==> config.mk <==
export PLATFORM = sky130hd
export DESIGN_NAME = axi_frame_reader
export DESIGN_NICKNAME = d
export VERILOG_FILES = /design/src/rtl/axi_tg_pkg.sv /design/src/rtl/axi_rd_skid.sv /design/src/rtl/axi_frame_reader.sv
export SDC_FILE = /design/constraint.sdc
export NUM_CORES = 1
export LEC_CHECK = 0
export CORE_AREA = 4 4 186 188
export CTS_CLUSTER_DIAMETER = 30
export CTS_CLUSTER_SIZE = 24
export DETAILED_ROUTE_END_ITERATION = 16
export DIE_AREA = 0 0 190 192
export GPL_TIMING_DRIVEN = 1
export MAX_ROUTING_LAYER = met4
export SYNTH_ARGS = -nofsm -noshare
export SYNTH_HDL_FRONTEND = slang
export SYNTH_HIERARCHICAL = 1
export SYNTH_SLANG_ARGS = --single-unit
==> constraint.sdc <==
create_clock -name aclk -period 4.2 [get_ports aclk]
set_input_delay 0.84 -clock aclk [delete_from_list [all_inputs] [get_ports aclk]]
set_output_delay 0.84 -clock aclk [all_outputs]
set_load 0.01 [all_outputs]
==> src/rtl/axi_tg_pkg.sv <==
// Shared AXI encodings and reader FSM states for the DDR
// traffic generator / frame reader pair.
package axi_tg_pkg;

  typedef enum logic [1:0] {
    ST_IDLE = 2'd0,
    ST_ADDR = 2'd1,
    ST_DATA = 2'd2
  } rd_state_e;

  localparam logic [1:0] AXI_BURST_INCR = 2'b01;
  localparam logic [1:0] AXI_RESP_OKAY  = 2'b00;
  localparam logic [3:0] AXI_CACHE_BUF  = 4'b0011;
  localparam logic [2:0] AXI_PROT_NONE  = 3'b000;
  localparam logic [3:0] AXI_QOS_NONE   = 4'b0000;

endpackage

==> src/rtl/axi_rd_skid.sv <==
// Two-entry skid buffer on the R -> pixel path; ready depends
// only on occupancy, output data is registered.
module axi_rd_skid #(
  parameter int DATA_W = 64
) (
  input  logic              clk_i,
  input  logic              rst_i,
  input  logic              in_valid_i,
  input  logic [DATA_W-1:0] in_data_i,
  output logic              in_ready_o,
  output logic              out_valid_o,
  output logic [DATA_W-1:0] out_data_o,
  input  logic              out_ready_i
);

  logic [DATA_W-1:0] mem_q [2];
  logic              wr_q;
  logic              rd_q;
  logic [1:0]        cnt_q;
  logic              push;
  logic              pop;

  assign in_ready_o  = (cnt_q != 2'd2);
  assign out_valid_o = (cnt_q != 2'd0);
  assign out_data_o  = mem_q[rd_q];
  assign push        = in_valid_i & in_ready_o;
  assign pop         = out_valid_o & out_ready_i;

  always_ff @(posedge clk_i) begin
    if (rst_i) begin
      mem_q[0] <= '0;
      mem_q[1] <= '0;
      wr_q     <= 1'b0;
      rd_q     <= 1'b0;
      cnt_q    <= 2'd0;
    end else begin
      if (push) begin
        mem_q[wr_q] <= in_data_i;
        wr_q        <= ~wr_q;
      end
      if (pop) rd_q <= ~rd_q;
      cnt_q <= cnt_q + {1'b0, push} - {1'b0, pop};
    end
  end

endmodule

==> src/rtl/axi_frame_reader.sv <==
// AXI3 read-burst master sweeping a frame buffer in DDR and
// streaming the returned beats to a pixel consumer.
module axi_frame_reader
  import axi_tg_pkg::*;
#(
  parameter int              ADDR_W     = 32,
  parameter int              DATA_W     = 64,
  parameter int              BURST_LEN  = 15,
  parameter logic [ADDR_W-1:0] ADDR_START = 32'h1000_0000,
  parameter logic [ADDR_W-1:0] ADDR_END   = 32'h107E_8F80
) (
  input  logic              aclk,
  input  logic              areset,
  output logic [ADDR_W-1:0] m_axi_araddr,
  output logic [3:0]        m_axi_arlen,
  output logic [2:0]        m_axi_arsize,
  output logic [1:0]        m_axi_arburst,
  output logic [3:0]        m_axi_arcache,
  output logic [2:0]        m_axi_arprot,
  output logic              m_axi_arlock,
  output logic [3:0]        m_axi_arqos,
  output logic              m_axi_arvalid,
  input  logic              m_axi_arready,
  input  logic [DATA_W-1:0] m_axi_rdata,
  input  logic [1:0]        m_axi_rresp,
  input  logic              m_axi_rlast,
  input  logic              m_axi_rvalid,
  output logic              m_axi_rready,
  input  logic              start,
  output logic [DATA_W-1:0] pix_data,
  output logic              pix_valid,
  input  logic              pix_ready,
  output logic              frame_done,
  output logic              busy,
  output logic              err_resp,
  output logic              err_last
);

  localparam int STEP = (BURST_LEN + 1) * DATA_W / 8;
  localparam logic [ADDR_W-1:0] STEP_A = ADDR_W'(STEP);
  localparam logic [3:0] LAST_CNT = 4'(BURST_LEN);

  if ((((ADDR_END - ADDR_START) % STEP_A) != '0) || (BURST_LEN > 15)) begin : g_bad_cfg
    $error("axi_frame_reader: bad frame/burst geometry");
  end

  rd_state_e         state_q, state_d;
  logic [ADDR_W-1:0] addr_q, addr_d;
  logic [3:0]        cnt_q, cnt_d;
  logic              err_resp_q, err_resp_d;
  logic              err_last_q, err_last_d;
  logic              done_q, done_d;
  logic              skid_ready;
  logic              beat;
  logic              at_last;

  assign m_axi_arlen   = LAST_CNT;
  assign m_axi_arsize  = 3'($clog2(DATA_W / 8));
  assign m_axi_arburst = AXI_BURST_INCR;
  assign m_axi_arcache = AXI_CACHE_BUF;
  assign m_axi_arprot  = AXI_PROT_NONE;
  assign m_axi_arlock  = 1'b0;
  assign m_axi_arqos   = AXI_QOS_NONE;

  assign m_axi_arvalid = (state_q == ST_ADDR);
  assign m_axi_araddr  = m_axi_arvalid ? addr_q : '0;
  assign m_axi_rready  = (state_q == ST_DATA) & skid_ready;
  assign busy          = (state_q != ST_IDLE);
  assign frame_done    = done_q;
  assign err_resp      = err_resp_q;
  assign err_last      = err_last_q;

  assign beat    = m_axi_rvalid & m_axi_rready;
  assign at_last = (cnt_q == LAST_CNT);

  always_comb begin
    state_d    = state_q;
    addr_d     = addr_q;
    cnt_d      = cnt_q;
    err_resp_d = err_resp_q;
    err_last_d = err_last_q;
    done_d     = 1'b0;
    unique case (state_q)
      ST_IDLE: if (start) state_d = ST_ADDR;
      ST_ADDR: if (m_axi_arready) state_d = ST_DATA;
      ST_DATA: if (beat && at_last) state_d = start ? ST_ADDR : ST_IDLE;
      default: state_d = ST_IDLE;
    endcase
    if (beat) begin
      cnt_d = at_last ? 4'd0 : cnt_q + 4'd1;
      if (m_axi_rresp != AXI_RESP_OKAY) err_resp_d = 1'b1;
      if (m_axi_rlast != at_last) err_last_d = 1'b1;
      // burst length is trusted over rlast
      if (at_last) begin
        if (addr_q == ADDR_END) begin
          addr_d = ADDR_START;
          done_d = 1'b1;
        end else begin
          addr_d = addr_q + STEP_A;
        end
      end
    end
  end

  always_ff @(posedge aclk) begin
    if (areset) begin
      state_q    <= ST_IDLE;
      addr_q     <= ADDR_START;
      cnt_q      <= 4'd0;
      err_resp_q <= 1'b0;
      err_last_q <= 1'b0;
      done_q     <= 1'b0;
    end else begin
      state_q    <= state_d;
      addr_q     <= addr_d;
      cnt_q      <= cnt_d;
      err_resp_q <= err_resp_d;
      err_last_q <= err_last_d;
      done_q     <= done_d;
    end
  end

  axi_rd_skid #(
    .DATA_W(DATA_W)
  ) u_skid (
    .clk_i      (aclk),
    .rst_i      (areset),
    .in_valid_i (beat),
    .in_data_i  (m_axi_rdata),
    .in_ready_o (skid_ready),
    .out_valid_o(pix_valid),
    .out_data_o (pix_data),
    .out_ready_i(pix_ready)
  );

endmodule

# Yosys cells after proc, flatten, opt, wreduce, memory -nomap -nowiden
# Memories as Yosys holds them, arrays and structs flattened. A register that Yosys moved wholly into a read port is not among the register bits.
# Index checks and enable logic that the tools add are counted.
# totals
ram_bits,128
output_inout_bits,124
word_cells,61
regBits,45
n_memories,1
# op_classes
n_eq_ne,9
addsub,4
n_reduce_logical,11
muxes,19
bitwise,8
# memory_table
name,depth,word_bits,rd,rd_clocked_by_memory_dff,wr,line_no,rtl
u_skid.mem_q,2,64,1,1,2,axi_rd_skid.sv:16,logic [DATA_W-1:0] mem_q [2];
# op_table
cell,count
$mux W32,2
$mux W64,1
$reduce_or A64 Y1,1
$add A32 B8 Y32 const B,1
$eq A32 B29 Y1 const B,1
$mux W1,11
$mux W2,3
$pmux W2 S3,1
$reduce_and A2 Y1,3
$reduce_bool A2 Y1,3
$add A4 B1 Y4 const B,1
$and A1 B1 Y1,4
$eq A4 B4 Y1 const B,1
$mux W4,1
$ne A2 B1 Y1 const B,2
$ne A2 B2 Y1 const B,2
$not A1 Y1,4
$reduce_and A3 Y1,1
$reduce_or A3 Y1,1
$add A2 B1 Y2,1
$eq A2 B1 Y1 const B,1
$eq A2 B2 Y1 const B,1
$logic_not A2 Y1,1
$sub A2 B1 Y2,1
2 further kinds,2

# Logic depth before layout (Yosys ltp)
# Gate-level depths: netlist (run 1).
# depth
depth_word,9
mapped_depth,10
depth_no_buf,9

# Modules after synthesis
# The synthesis (run 1) kept the hierarchy.
# modules_own_cells
module,area_each_um2,instances,cells_each,seq_area_each_um2
axi_rd_skid,5905.7,1,438,3943.8
axi_frame_reader,2260.9,1,265,680.7

# Worst setup path after synthesis (run 1)
# Ideal clock, no wire load.
# synth_path
path_type,input-to-reg
from,input m_axi_rvalid
to,memory u_skid.mem_q[1][0] (enable)
setup_time_ps,432
t_required_ps,3768
path_stages,5
slack_ps,858
n_path_buf,2
arrival_time_ps,2910
cell_sequence,and4b_1 -> buf_6 -> nand3_1 -> buf_6 -> nand2b_1
# synth_lines
element,line_no,rtl
from (decl),axi_frame_reader.sv:27,"input logic m_axi_rvalid,"
to (decl),axi_rd_skid.sv:16,

==> results of run 1 <==
## final cells by class
class | count | area, um^2 | area share, %
flip-flops and latches | 167 | 4630 | 43.2
multi-input cells | 487 | 3120 | 29.1
repair buffers | 179 | 1790 | 16.7
well taps | 448 | 561 | 5.23
clock buffers | 17 | 425 | 3.97
clock inverters | 15 | 179 | 1.67
inverters | 4 | 15.0 | 0.140
diodes | 1 | 2.50 | 0.0234
## worst max-delay path by stage
stage | end | slack [ns] | from | cells after the start
detailed placement | addr_q[25]$_SDFFE_PP0P_ | 1.01 | m_axi_rvalid | 5
global route | pix_data[50] | 0.87 | flip-flop | 2
CTS | pix_data[50] | 0.92 | flip-flop | 2
finish | pix_data[41] | 1.0 | flip-flop | 2
floorplan | u_skid/mem_q[1][0]$_SDFFCE_PN0P_ | 0.86 | m_axi_rvalid | 5
global placement | addr_q[25]$_SDFFE_PP0P_ | 1.05 | m_axi_rvalid | 5
## synth_stat cells, drive strengths merged, types with 2 or more instances
cell type	n	area, um^2
a211oi	17	153
xnor2	5	43.8
nor4	3	18.8
mux2	64	721
conb	2	7.51
o21ai	10	50.1
xor2	5	43.8
ha	4	50.1
nand4	14	103
dfxtp	39	781
o31ai	12	90.1
nor3	8	40.0
edfxtp	128	3840
nor4b	2	17.5
a21oi	8	40.0
or2	2	12.5
nand2b	67	422
nand2	14	52.6
or3	8	53.8
buf	55	444
nand3b	3	26.3
inv	4	15.0
and4	6	52.6
nor2b	2	12.5
and3	5	33.8
nand3	9	50.1
clkbuf	15	80.1
nor2	138	518
or4	12	93.8
and2	31	195
## power groups by stage
stage	combinational, mW	clock, mW	sequential, mW
after floorplan	0.546	0	1.91
after global placement	0.896	0	2.01
after detailed placement	0.891	0	2.01
after CTS	0.897	1.62	1.98
after global routing	0.941	1.69	1.99
final	0.881	1.57	1.97
## through the flow
stage / hold slack, ns / util (%) / std cells / setup slack (ns)
2_1_floorplan: 0.468 / - / 729 / 0.858
3_3_place_gp: 0.443 / 30.5 / 1285 / 1.05
3_5_place_dp: 0.440 / 30.5 / 1285 / 1.01
4_1_cts: 0.455 / 32.3 / 1317 / 0.919
5_1_grt: 0.468 / 32.4 / 1318 / 0.870
6_report: 0.455 / 32.4 / 1318 / 0.997
## critical path: stages, from the launching register on
cell	delay, ns
dfxtp_4	0.91
mux2_2	0.43
clkdlybuf4s50_1	0.53
## registers in the layout, indices dropped and copies added (netlist names), named ones only
name	count
u_skid/mem_q	128
addr_q	25
cnt_q	4
state_q	2
u_skid/cnt_q	2
err_last	1
err_resp	1
frame_done	1
u_skid/rd_q	1
u_skid/wr_q	1
## layer usage
layer  GRT usage, %  vias up  part of all wire (%)
met2           17.2      182                    47
met3           3.11       12                   6.6
met5              -        -                     0
li1               -     2737                     -
met1           14.6     2732                    46
met4           2.31        0                  0.66
## cells by family (layout without fill, tap and decap cells)
family | after synthesis | in the layout | share of synthesized area, %
buf+inv | 75 | 215 | 6.73
xor+xnor | 10 | 10 | 1.07
fa+ha+maj | 4 | 4 | 0.613
simple gates | 328 | 328 | 21.3
other cells | 2 | 29 | 0.0920
compound gates | 52 | 52 | 4.61
mux | 65 | 65 | 8.95
flops | 167 | 167 | 56.6
==> impl_metrics.csv, run 1 <==
group,metric,value,unit
yosys,ys_seq_elements,167,
yosys,async_reset_ff_share,0,%
place,place.gp.congestion,0.768,
power,p_sw,1.23,mW
clocking,clock_latency,0.42,ns
yosys,ys_types,54,
place,placed_area,0.0101,mm^2
power,p_per_area,413,mW/mm^2
sta,fin_crit_sh,76.3,%
yosys,synth_area_per_cell,11.6,um^2
worst_hold_path,hold_end,"err_resp$_SDFFE_PP0P_",
place,hpwlAfterDp,13300,um
power,netSwitchingFraction,27.8,%
floorplanning,die_x,190,um
critical_path,cp_max_fo,64,
grt,grt_pass1_wl,30800,um
yosys,yosysWarningCount,6,
power,seq_power_share,44.6,%
route,antenna_left,0,
floorplanning,fp.dieH,192,um
grt,overflow,0,
worst_hold_path,min_path_type,"reg2reg",
cells_and_area,finalInstanceArea,0.0107,mm^2
clocking,postCtsSetupBuffers,0,
power,peakVddDrop,0.228,mV
cells_and_area,syn_to_final_growth,31.2,%
power,internal-power,3.19,mW
grt,antenna_found_initial,1,
sta,min_period,3.20,ns
cells_and_area,fill_cells,3366,
clocking,cts_tree,"done",
cells_and_area,final_cell_mix,"clkdlybuf4s50_1, nor2_1, edfxtp_1",
cells_and_area,drive_gt1_share,15.3,%
route,wirelength,20200,um
power,p_total,4.42,mW
critical_path,cp-end-kind,"primary output",
clocking,clk_path_buf_depth,2,
sta,skew,0.0129,ns
clocking,cts.clk_slew.worst_paths,0.07,ns
place,numPortBuffers,168,
cells_and_area,nNetsFinal,933,
clocking,cts_made_buffers,17,
job,drv_cap,0,
clocking,clock-root-buffer,"clkbuf_16",
yosys,ys.flop_type,"edfxtp_1",
worst_hold_path,whs_path_depth,2,
grt,first_global_vias,5549,
floorplanning,start_util,24.7,%
clocking,hold_buffers,0,
power,combPwrFrac,19.9,%
sta,hold_viol_final,0,
sta,finalSetupViolations,0,
route,drt_iter0_drc,410,
worst_hold_path,min_from,"err_resp$_SDFFE_PP0P_",
critical_path,reg2reg_from,"u_skid/cnt_q[0]$_SDFF_PP0_",
critical_path,critical_path_class,"reg2out",
route,wl_per_cell,15.3,um
sta,fmax,312,MHz
critical_path,rr_worst_depth,5,
sta,worstMarginPinSlew,0.922,ns
floorplanning,die_area,0.0365,mm^2
grt,track_usage,11.1,%
power,clkPwrFrac,35.5,%
clocking,clkSinkCount,167,
floorplanning,ioPinCount,197,
route,vias_per_cell,4.30,
route,firstDrtPassIters,4,
power,cellLeakagePower,3.65,nW
critical_path,r2r_end,"addr_q[25]$_SDFFE_PP0P_",
yosys,ys_seq_area_share,56.6,%
grt,grt_max_degree,66,
yosys,synth_enable_flop_cells,128,
floorplanning,fp-row-count,67,
route,via_count,5663,
run_status,status,"finished clean",
route,drcViolationCount,0,
sta,rsz0062_at_grt,"false",
floorplanning,core_area,0.0331,mm^2
sta,setup_tns,0,ns
cells_and_area,final_common_cell,"clkdlybuf4s50_1",
sta,drv_slew,0,
yosys,syn_inst,703,
critical_path,rrSetupSlack,1.79,ns
clocking,htreeDepth,4,
clocking,cts_resized,0,
critical_path,worstPathArrival,2.36,ns
yosys,netlist_area,0.00817,mm^2
critical_path,crit_required,3.36,ns
critical_path,worstSetupStartpointType,"flip-flop",
sta,max_slew_margin,38.5,%
No activity file was read; power rests on OpenSTA's default activity.
==> run 2: changes to the inputs <==
clock period = 3.3 ns   (was 4.2 ns; I/O delays follow)
==> run 2 against run 1 <==
  * Critical path depth rose by 1
  * Design area rose by 0.76%
  * Via count fell by 0.49%
  * Non-clock buffer count rose by 4
  * Clock skew rose by 0.0049 ns
  * Clock power rose by 29%
  * Die area did not move
  * Power rose by 29%
  * Utilization rose by 0.25 points
  * Worst setup slack got worse by 0.59 ns
  * Clock-buffer cell count did not move
  * Critical path type unchanged
  * Largest cell class unchanged
==> impl_metrics.csv, run 2 (synthesis results as in run 1) <==
group,metric,value,unit
route,via_count,5635,
sta,setup_tns,0,ns
floorplanning,fp.dieH,192,um
power,combPwrFrac,21.6,%
grt,grt_max_degree,66,
clocking,htreeDepth,4,
clocking,cts_made_buffers,17,
clocking,hold_buffers,0,
place,place_ws,0.467,ns
cells_and_area,syn_to_final_growth,32.2,%
route,drcViolationCount,0,
route,firstDrtPassIters,4,
critical_path,slowest_delay,0.61,ns
critical_path,crit_family,"buffers and inverters",
sta,max_slew_margin,61.0,%
cells_and_area,drive_gt1_share,15.7,%
power,p_sw,1.55,mW
sta,fmax,346,MHz
route,wl_per_cell,15.5,um
power,p_per_area,528,mW/mm^2
cells_and_area,final_common_cell,"clkdlybuf4s50_1",
critical_path,r2r_end,"u_skid/cnt_q[1]$_SDFF_PP0_",
sta,worstMarginPinSlew,0.585,ns
cells_and_area,nNetsFinal,937,
critical_path,worstPathArrival,2.23,ns
clocking,cts_resized,0,
grt,track_usage,11.2,%
run_status,status,"finished clean",
critical_path,reg2reg_from,"u_skid/cnt_q[0]$_SDFF_PP0_",
critical_path,rr_worst_depth,10,
critical_path,cp_cell_sequence,"buf_4, mux2_2, clkdlybuf4s50_1",
place,hpwlAfterDp,13700,um
clocking,clk_path_buf_depth,2,
power,seq_power_share,42.9,%
critical_path,cp-end-kind,"primary output",
cells_and_area,reg_top3,"u_skid/mem_q: 128 flops, addr_q: 25 flops, cnt_q: 4 flops",
route,wirelength,20500,um
sta,min_period,2.89,ns
sta,drv_slew,0,
power,netSwitchingFraction,27.2,%
cells_and_area,fill_cells,3351,
floorplanning,fp-row-count,67,
power,clkPwrFrac,35.5,%
sta,worst_slack,0.409,ns
worst_hold_path,min_path_type,"reg2reg",
place,place_inst,1289,
clocking,clock-root-buffer,"clkbuf_16",
critical_path,crit_end,"pix_data[46]",
sta,hold_viol_final,0,
sta,rsz0062_at_grt,"false",
critical_path,crit_required,2.64,ns
power,internal-power,4.15,mW
critical_path,slowest_stage,"dfxtp_4",
critical_path,rrSetupSlack,1.05,ns
floorplanning,die_area,0.0365,mm^2
grt,antenna_found_initial,1,
power,p_total,5.70,mW
place,place.gp.congestion,0.784,
floorplanning,ioPinCount,197,
sta,skew,0.0178,ns
cells_and_area,final_cell_mix,"clkdlybuf4s50_1, nor2_1, edfxtp_1",
place,numPortBuffers,168,
route,vias_per_cell,4.26,
route,drt_iter0_drc,358,
critical_path,worstSetupStartpointType,"flip-flop",
clocking,postCtsSetupBuffers,0,
job,drv_cap,0,
clocking,clkSinkCount,167,
critical_path,crit_buf_inv,2,
clocking,clock_latency,0.43,ns
floorplanning,core_area,0.0331,mm^2
floorplanning,start_util,24.7,%
critical_path,path_depth,3,
cells_and_area,largest_register,"u_skid/mem_q",
clocking,cts.clk_slew.worst_paths,0.07,ns
grt,grt_pass1_wl,31200,um
power,cellLeakagePower,3.70,nW
sta,finalSetupViolations,0,
cells_and_area,final_cells,1322,
clocking,cts_tree,"done",
critical_path,critical_path_class,"reg2out",
grt,overflow,0,
route,antenna_left,0,
grt,first_global_vias,5492,
floorplanning,die_x,190,um
cells_and_area,largest_reg_flops,128,
critical_path,cp_max_fo,25,
power,peakVddDrop,0.338,mV
sta,fin_crit_sh,87.6,%
[run 2: final cells by class]
type / count / area (um^2) / area share, %
Sequential cell: 167 / 4630 / 42.9
Multi-Input combinational cell: 487 / 3120 / 28.9
Timing Repair Buffer: 183 / 1850 / 17.2
Tap cell: 448 / 561 / 5.19
Clock buffer: 17 / 425 / 3.94
Clock inverter: 15 / 193 / 1.79
Inverter: 4 / 15.0 / 0.139
Antenna cell: 1 / 2.50 / 0.0232
[run 2: how the worst min path moves through the flow]
stage / from / cells past startpoint / slack [ns] / endpoint
2_1_floorplan: addr_q[15]$_SDFFE_PP0P_ / 2 / 0.47 / addr_q[15]$_SDFFE_PP0P_
3_3_place_gp: err_resp$_SDFFE_PP0P_ / 2 / 0.44 / err_resp$_SDFFE_PP0P_
3_5_place_dp: err_resp$_SDFFE_PP0P_ / 2 / 0.45 / err_resp$_SDFFE_PP0P_
4_1_cts: err_resp$_SDFFE_PP0P_ / 2 / 0.46 / err_resp$_SDFFE_PP0P_
5_1_grt: err_resp$_SDFFE_PP0P_ / 2 / 0.48 / err_resp$_SDFFE_PP0P_
6_report: err_resp$_SDFFE_PP0P_ / 2 / 0.45 / err_resp$_SDFFE_PP0P_
[run 2: metrics by stage]
stage	area, um^2	utilization, %	hold WS, ns
2_1_floorplan	8260	-	0.468
3_3_place_gp	10200	30.7	0.440
3_5_place_dp	10200	30.7	0.445
4_1_cts	10800	32.6	0.455
5_1_grt	10800	32.6	0.476
6_report	10800	32.6	0.453
[run 2: worst register-to-register path, stage by stage, from the launching register on]
cell and delay [ns]:
dfxtp_1 0.36, nand2b_2 0.23, and4b_1 0.39, buf_4 0.22
nand2_1 0.07, ha_1 0.27, inv_1 0.04, ha_1 0.18
xor2_1 0.15, and2_1 0.15, nor3_1 0.11
[run 2: per-layer routing]
layer	part of all wire [%]	track usage [%]	up-vias
met5	0	-	-
met4	1.0	2.75	0
met3	6.6	2.60	15
met2	46	17.4	185
met1	46	15.0	2678
li1	-	-	2757
[run 2: power groups by stage]
| stage | clock (mW) | combinational, mW | sequential, mW |
|---|---|---|---|
| 3_5_place_dp | 0 | 1.24 | 2.50 |
| 6_report | 2.02 | 1.23 | 2.44 |
| 2_1_floorplan | 0 | 0.695 | 2.43 |
| 4_1_cts | 2.09 | 1.25 | 2.45 |
| 3_3_place_gp | 0 | 1.25 | 2.49 |
| 5_1_grt | 2.18 | 1.32 | 2.46 |
